==> src/rtl/ravan_pkg.sv <==
// Shared RAVAN definitions: FSM state encoding, default parameters and the
// rotate / round-key helpers used by the iterative cipher.
package ravan_pkg;

  localparam int DATA_W_DEF = 64;
  localparam int KEY_W_DEF  = 512;
  localparam int ROUNDS_DEF = 8;
  localparam int ROT_DEF    = 1;
  localparam int ID_W_DEF   = 4;
  localparam int ADDR_W_DEF = 16;

  // Helpers work on fixed-size containers; callers zero-extend in and truncate out.
  localparam int MAX_DW = 256;
  localparam int MAX_KW = 4096;

  typedef logic [MAX_DW-1:0] word_t;
  typedef logic [MAX_KW-1:0] kbus_t;

  typedef enum logic [1:0] {
    IDLE = 2'd0,
    RUN  = 2'd1,
    DONE = 2'd2
  } state_e;

  // Rotate the low w bits of x left by r (upper bits of x must be zero).
  function automatic word_t rotl(input word_t x, input int w, input int r);
    word_t m;
    m = (word_t'(1) << w) - word_t'(1);
    return ((x << r) | (x >> (w - r))) & m;
  endfunction

  // Rotate the low w bits of x right by r (upper bits of x must be zero).
  function automatic word_t rotr(input word_t x, input int w, input int r);
    word_t m;
    m = (word_t'(1) << w) - word_t'(1);
    return ((x >> r) | (x << (w - r))) & m;
  endfunction

  // k[i] = w[i mod nw] XOR i, with i zero-extended to the block width dw.
  function automatic word_t round_key(input kbus_t key, input int i, input int dw, input int nw);
    word_t m;
    int    j;
    m = (word_t'(1) << dw) - word_t'(1);
    j = i % nw;
    return (word_t'(key >> (j * dw)) ^ word_t'(i)) & m;
  endfunction

endpackage

==> src/rtl/ravan_round.sv <==
// One combinational RAVAN round. Encrypt: rotl(x ^ k). Decrypt: rotr(x) ^ k.
module ravan_round
  import ravan_pkg::*;
#(
  parameter int DATA_W = DATA_W_DEF,
  parameter int ROT    = ROT_DEF
) (
  input  logic [DATA_W-1:0] x,
  input  logic [DATA_W-1:0] k,
  input  logic              dec,
  output logic [DATA_W-1:0] x_next
);

  word_t w_x;
  word_t w_k;

  assign w_x = word_t'(x);
  assign w_k = word_t'(k);

  // Decrypt undoes the encrypt step in reverse order: rotate back, then strip the key.
  always_comb begin
    if (dec) x_next = DATA_W'(rotr(w_x, DATA_W, ROT) ^ w_k);
    else     x_next = DATA_W'(rotl(w_x ^ w_k, DATA_W, ROT));
  end

endmodule

==> src/rtl/ravan_iter_cipher.sv <==
// Iterative RAVAN encrypt/decrypt core: one block per valid/ready transaction,
// one round per cycle, transaction ID carried to the result.
// Optional feature macro: RAVAN_ADDR_OUT_EN adds out_addr, the XOR-fold of the
// accepted key into ADDR_W-bit slices.
module ravan_iter_cipher
  import ravan_pkg::*;
#(
  parameter int DATA_W = DATA_W_DEF,
  parameter int KEY_W  = KEY_W_DEF,
  parameter int ROUNDS = ROUNDS_DEF,
  parameter int ROT    = ROT_DEF,
  parameter int ID_W   = ID_W_DEF
`ifdef RAVAN_ADDR_OUT_EN
  ,parameter int ADDR_W = ADDR_W_DEF
`endif
) (
  input  logic              clk,
  input  logic              rst,
  input  logic              in_valid,
  output logic              in_ready,
  input  logic              in_dec,
  input  logic [DATA_W-1:0] in_data,
  input  logic [ID_W-1:0]   in_id,
  input  logic [KEY_W-1:0]  key,
  output logic              out_valid,
  input  logic              out_ready,
  output logic [DATA_W-1:0] out_data,
  output logic [ID_W-1:0]   out_id,
  output logic              weak_key
`ifdef RAVAN_ADDR_OUT_EN
  ,output logic [ADDR_W-1:0] out_addr
`endif
);

  localparam int NW = KEY_W / DATA_W;
  localparam int CW = (ROUNDS > 1) ? $clog2(ROUNDS) : 1;

  localparam logic [1:0]    S_IDLE = IDLE;
  localparam logic [1:0]    S_RUN  = RUN;
  localparam logic [1:0]    S_DONE = DONE;
  localparam logic [CW-1:0] CNT_LAST = CW'(ROUNDS - 1);

  logic [1:0]        r_state;
  logic [CW-1:0]     r_cnt;
  logic [DATA_W-1:0] r_x;
  logic              r_dec;
  logic [ID_W-1:0]   r_id;
  logic [KEY_W-1:0]  r_key;
  logic              r_weak;

  int                w_ri;
  logic [DATA_W-1:0] w_k;
  logic [DATA_W-1:0] w_x_next;

  // Handshake flags are pure decodes of the registered state.
  assign in_ready  = (r_state == S_IDLE);
  assign out_valid = (r_state == S_DONE);
  assign out_data  = r_x;
  assign out_id    = r_id;
  assign weak_key  = r_weak;

  // Decrypt walks the round keys backwards off the same up-counter.
  always_comb begin
    w_ri = r_dec ? (ROUNDS - 1 - int'(r_cnt)) : int'(r_cnt);
    w_k  = DATA_W'(round_key(kbus_t'(r_key), w_ri, DATA_W, NW));
  end

  ravan_round #(
    .DATA_W (DATA_W),
    .ROT    (ROT)
  ) u_round (
    .x      (r_x),
    .k      (w_k),
    .dec    (r_dec),
    .x_next (w_x_next)
  );

  // FSM and datapath: latch at accept, iterate in RUN, hold in DONE until taken.
  always_ff @(posedge clk) begin
    if (rst) begin
      r_state <= S_IDLE;
      r_cnt   <= '0;
      r_x     <= '0;
      r_dec   <= 1'b0;
      r_id    <= '0;
      r_key   <= '0;
      r_weak  <= 1'b0;
    end else begin
      case (r_state)
        S_IDLE: begin
          if (in_valid) begin
            r_x     <= in_data;
            r_dec   <= in_dec;
            r_id    <= in_id;
            r_key   <= key;
            r_cnt   <= '0;
            r_state <= S_RUN;
            if (key == '0) r_weak <= 1'b1;
          end
        end
        S_RUN: begin
          r_x   <= w_x_next;
          r_cnt <= r_cnt + 1'b1;
          if (r_cnt == CNT_LAST) r_state <= S_DONE;
        end
        S_DONE: begin
          if (out_ready) r_state <= S_IDLE;
        end
        default: r_state <= S_IDLE;
      endcase
    end
  end

`ifdef RAVAN_ADDR_OUT_EN
  localparam int NS = (KEY_W + ADDR_W - 1) / ADDR_W;

  logic [NS*ADDR_W-1:0] w_kpad;
  logic [ADDR_W-1:0]    w_fold;
  logic [ADDR_W-1:0]    r_addr;

  // Fold the incoming key into one address slice; a short top slice reads as zero.
  always_comb begin
    w_kpad              = '0;
    w_kpad[KEY_W-1:0]   = key;
    w_fold              = '0;
    for (int s = 0; s < NS; s++) w_fold = w_fold ^ w_kpad[s*ADDR_W +: ADDR_W];
  end

  // Address is captured alongside the key and held until the next accept.
  always_ff @(posedge clk) begin
    if (rst)                                r_addr <= '0;
    else if (r_state == S_IDLE && in_valid) r_addr <= w_fold;
  end

  assign out_addr = r_addr;
`endif

endmodule

==> config.mk <==
export PLATFORM = sky130hd
export DESIGN_NAME = ravan_iter_cipher
export DESIGN_NICKNAME = d
export VERILOG_FILES = /design/src/rtl/ravan_pkg.sv /design/src/rtl/ravan_round.sv /design/src/rtl/ravan_iter_cipher.sv
export SDC_FILE = /design/constraint.sdc
export NUM_CORES = 2
export LEC_CHECK = 0
export BUFFER_PORTS_ARGS = -buffer_cell sky130_fd_sc_hd__buf_2
export CORE_UTILIZATION = 35
export DETAILED_ROUTE_END_ITERATION = 6
export PLACE_DENSITY = 0.66
export SYNTH_ARGS = -nofsm -noshare
export SYNTH_HDL_FRONTEND = slang
export SYNTH_HIERARCHICAL = 1
export SYNTH_SLANG_ARGS = --single-unit
==> constraint.sdc <==
create_clock -name clk -period 2.3 [get_ports clk]
set_input_delay 0.115 -clock clk [delete_from_list [all_inputs] [get_ports clk]]
set_output_delay 0.115 -clock clk [all_outputs]
set_load 0.02 [all_outputs]
==> reports/metrics.yaml <==
fin_ws_ns: -0.412
area.growth.synth_to_final_pct: 52.9
rows: 101
async_reset_ff_frac: 0
status: "finished with violations"
dp_hpwl_um: 90900
remaining_drc_errors: 0
hold_end: "r_key[192]"
r2r_slack_ns: -0.41
place_ws_ns: -0.409
leakagePower_nw: 16.3
hold_class: "input port to flop"
placed_area_sq_um: 32200
via_per_inst: 5.58
synth_edf_count: 0
ys.flop_type: "dfxtp_1"
clock.fmax_ghz: 0.369
die_x_um: 281
drt_iter0_drc: 3212
slew_viol_final: 0
max_cap_violations: 0
ys_ff_latch: 587
pin_count: 656
setup_viol_count_final: 65
initial_core_util: 0.356
synth_top_area_frac: 0.431
endpoint_kind: "flop"
synth.distinct_cells: 28
synth_seq_area_share: 0.431
clock-sinks: 587
cts-root-buf: "clkbuf_16"
vias: 30596
cp.arrival_ns: 3.16
num-nets-final: 4974
cp_slowest_cell: "mux4_2"
avgSynthCellArea_sq_um: 8.61
slowest_delay_ns: 0.58
coreArea_sq_um: 76500
wl_per_cell_um: 24.3
htreeDepth: 3
crit_chain: "xor2_4 -> buf_6 -> buf_12 -> buf_12 -> buf_16 -> mux4_2 -> mux2_4 -> xnor2_2 -> mux2i_1 -> a22oi_1 -> a21oi_1"
whs_path_depth: 4
die-area_sq_um: 78900
grt_pass1_vias: 30553
powerDensity_nw_per_um2: 705
postRouteWirelength_um: 133000
die_y_um: 281
firstDrtPassIters: 7
violations: "negative setup slack"
cts_buffers: 68
cts_tree: "built"
synth.most_common_cell: "nand2_1"
rr_startpoint: "r_dec"
clockBufferDepth: 3
path_max_fanout: 8
synth.area.top_cells: "dfxtp_1 43%, nand2_1 15%, a21oi_1 11%"
drive_gt1_frac: 0.269
maxSlewHeadroom: 0.278
fin_area_sq_um: 41600
place.gp.congestion: 0.964
rsz0062_at_grt: "yes"
syn_nets: 3750
cp-start-kind: "flop"
synth_top_area_cell: "dfxtp_1"
netlist_instances: 3163
syn-cell-area_sq_um: 27200
ant_nets: 0
worstSetupPathType: "flop to flop"
min_period_ns: 2.71
fillers: 6536
tightest_slew_ns: 1.08
grt_start_max_net_pins: 234
clk_pin_slew_ns: 0.06
io_buffers: 655
final.period_utilization: 1.18
worstPathRequired_ns: 2.75
vdd.ir_drop.worst_mv: 0.482
r2r_cells: 11
path_buf_inv: 4
hold_viol: 0
ys_top_cells_by_count: "1,102 x nand2_1, 588 x a21oi_1, 587 x dfxtp_1"
grt_remaining_overflow: 0
r2r_end: "out_data[39]"
finClkSkew_ns: 0.0243
grt_pass1_wl_um: 191000
grtUsageTotal: 0.327
path_delay_family: "multiplexers"
cpMostUsedCell: "buf_12"
yosys_warnings: 6
worstHoldStart: "in_valid"
antenna_found_initial: 19
clk_latency_ns: 0.62
registers in the layout (all words and copies together), names as in the netlist:
register and count:
out_id 4, r_dec 1, out_data 64, r_state 2, r_cnt 3, r_key 512, weak_key 1
through the flow:
step	hold WS (ns)	TNS [ns]	utilization	cells	total power, mW
floorplan	0.241	-0.605	-	3163	14.6
global placement	0.358	-17.93	0.421	4733	16.8
detailed placement	0.361	-19.93	0.421	4733	16.9
CTS	0.0127	-19.14	0.539	5465	29.1
global route	0.115	-26.15	0.544	5471	30.3
finish	0.133	-19.49	0.545	5485	29.3
worst max-delay path by stage:
stage | start | endpoint | slack [ns] | depth (start not counted)
floorplan | r_dec | out_data[47] | -0.04 | 9
global placement | r_cnt[0] | out_data[25] | -0.37 | 10
detailed placement | r_cnt[0] | out_data[34] | -0.41 | 10
CTS | r_dec | out_data[52] | -0.37 | 10
global route | r_dec | out_data[7] | -0.52 | 10
finish | r_dec | out_data[39] | -0.41 | 11
area by class of cell:
class	instances	area (sq um)	share of cell area
Sequential cell	587	11800	0.282
Multi-Input combinational cell	2330	15200	0.364
Clock inverter	21	264	0.00634
Antenna cell	17	42.5	0.00102
Inverter	2	7.51	0.000180
Tap cell	1030	1290	0.0310
Clock buffer	100	1960	0.0472
Timing Repair Buffer	1398	11100	0.268
timing repair:
item	in CTS	in global routing
gates resized for setup	148	50
gates cloned	6	1
hold endpoints to repair	583	0
hold buffers	593	0
setup buffers	13	6
pin swaps	64	67
setup endpoints to repair	64	75
power breakdown:
part,internal [mW],total [mW],switching (mW)
combinational,3.42,6.90,3.49
sequential,10.8,11.4,0.582
clock,6.51,11.0,4.52
layer usage:
| layer | share of wire | global-route usage | up-vias | wire length [um] |
|---|---|---|---|---|
| met5 | 0.00054 | 0.000625 | - | 72 |
| met4 | 0.075 | 0.220 | 10 | 9960 |
| met3 | 0.11 | 0.113 | 716 | 14000 |
| met2 | 0.46 | 0.520 | 1951 | 61300 |
| met1 | 0.36 | 0.369 | 14449 | 48000 |
| li1 | - | - | 13470 | - |
layout by cell type (no fill, tap or decap), types with 3 or more instances in the layout:
cell type      Yosys  layout
a21oi_1          588     585
a22oi_1           65      65
buf_12             0      43
buf_16             0       8
buf_2             59     654
buf_4              0      82
buf_6             15      10
buf_8              6       7
bufinv_16          0       5
clkbuf_1         131      20
clkbuf_16          0      71
clkbuf_8           0      10
clkinv_2           0       9
dfxtp_1          587     585
diode_2            0      17
dlygate4sd3_1      0     593
inv_6              0       4
mux2_4             0      60
mux2i_1           64      64
mux4_1            54       4
mux4_2            74     124
nand2_1         1102    1101
nand3_1            5       5
nand4_1           31      31
nor2_1             9       5
nor2_4             0       4
nor3_1             4       4
nor4_1           132     131
xnor2_1          128      41
xnor2_2            0      85
xor2_4             0       3
logic make-up (layout without fill, tap and decap cells):
logic type	count (synthesis)	count (layout)	synth area share
and+or+nand+nor	1290	1290	0.194
DFF	587	587	0.431
AOI/OAI and AO/OA	654	654	0.126
adders and majority gates	2	2	0.000919
buffers and inverters	246	1521	0.0432
other	0	17	0
xor gates and xnor gates	131	131	0.0421
muxes	253	253	0.162
worst min-delay path, cell delays in order:
cell and delay (ns):
buf_2 0.12, nand2_4 0.24, nand2_1 0.15, a21oi_1 0.05
Power figures use the tool's default switching activity.
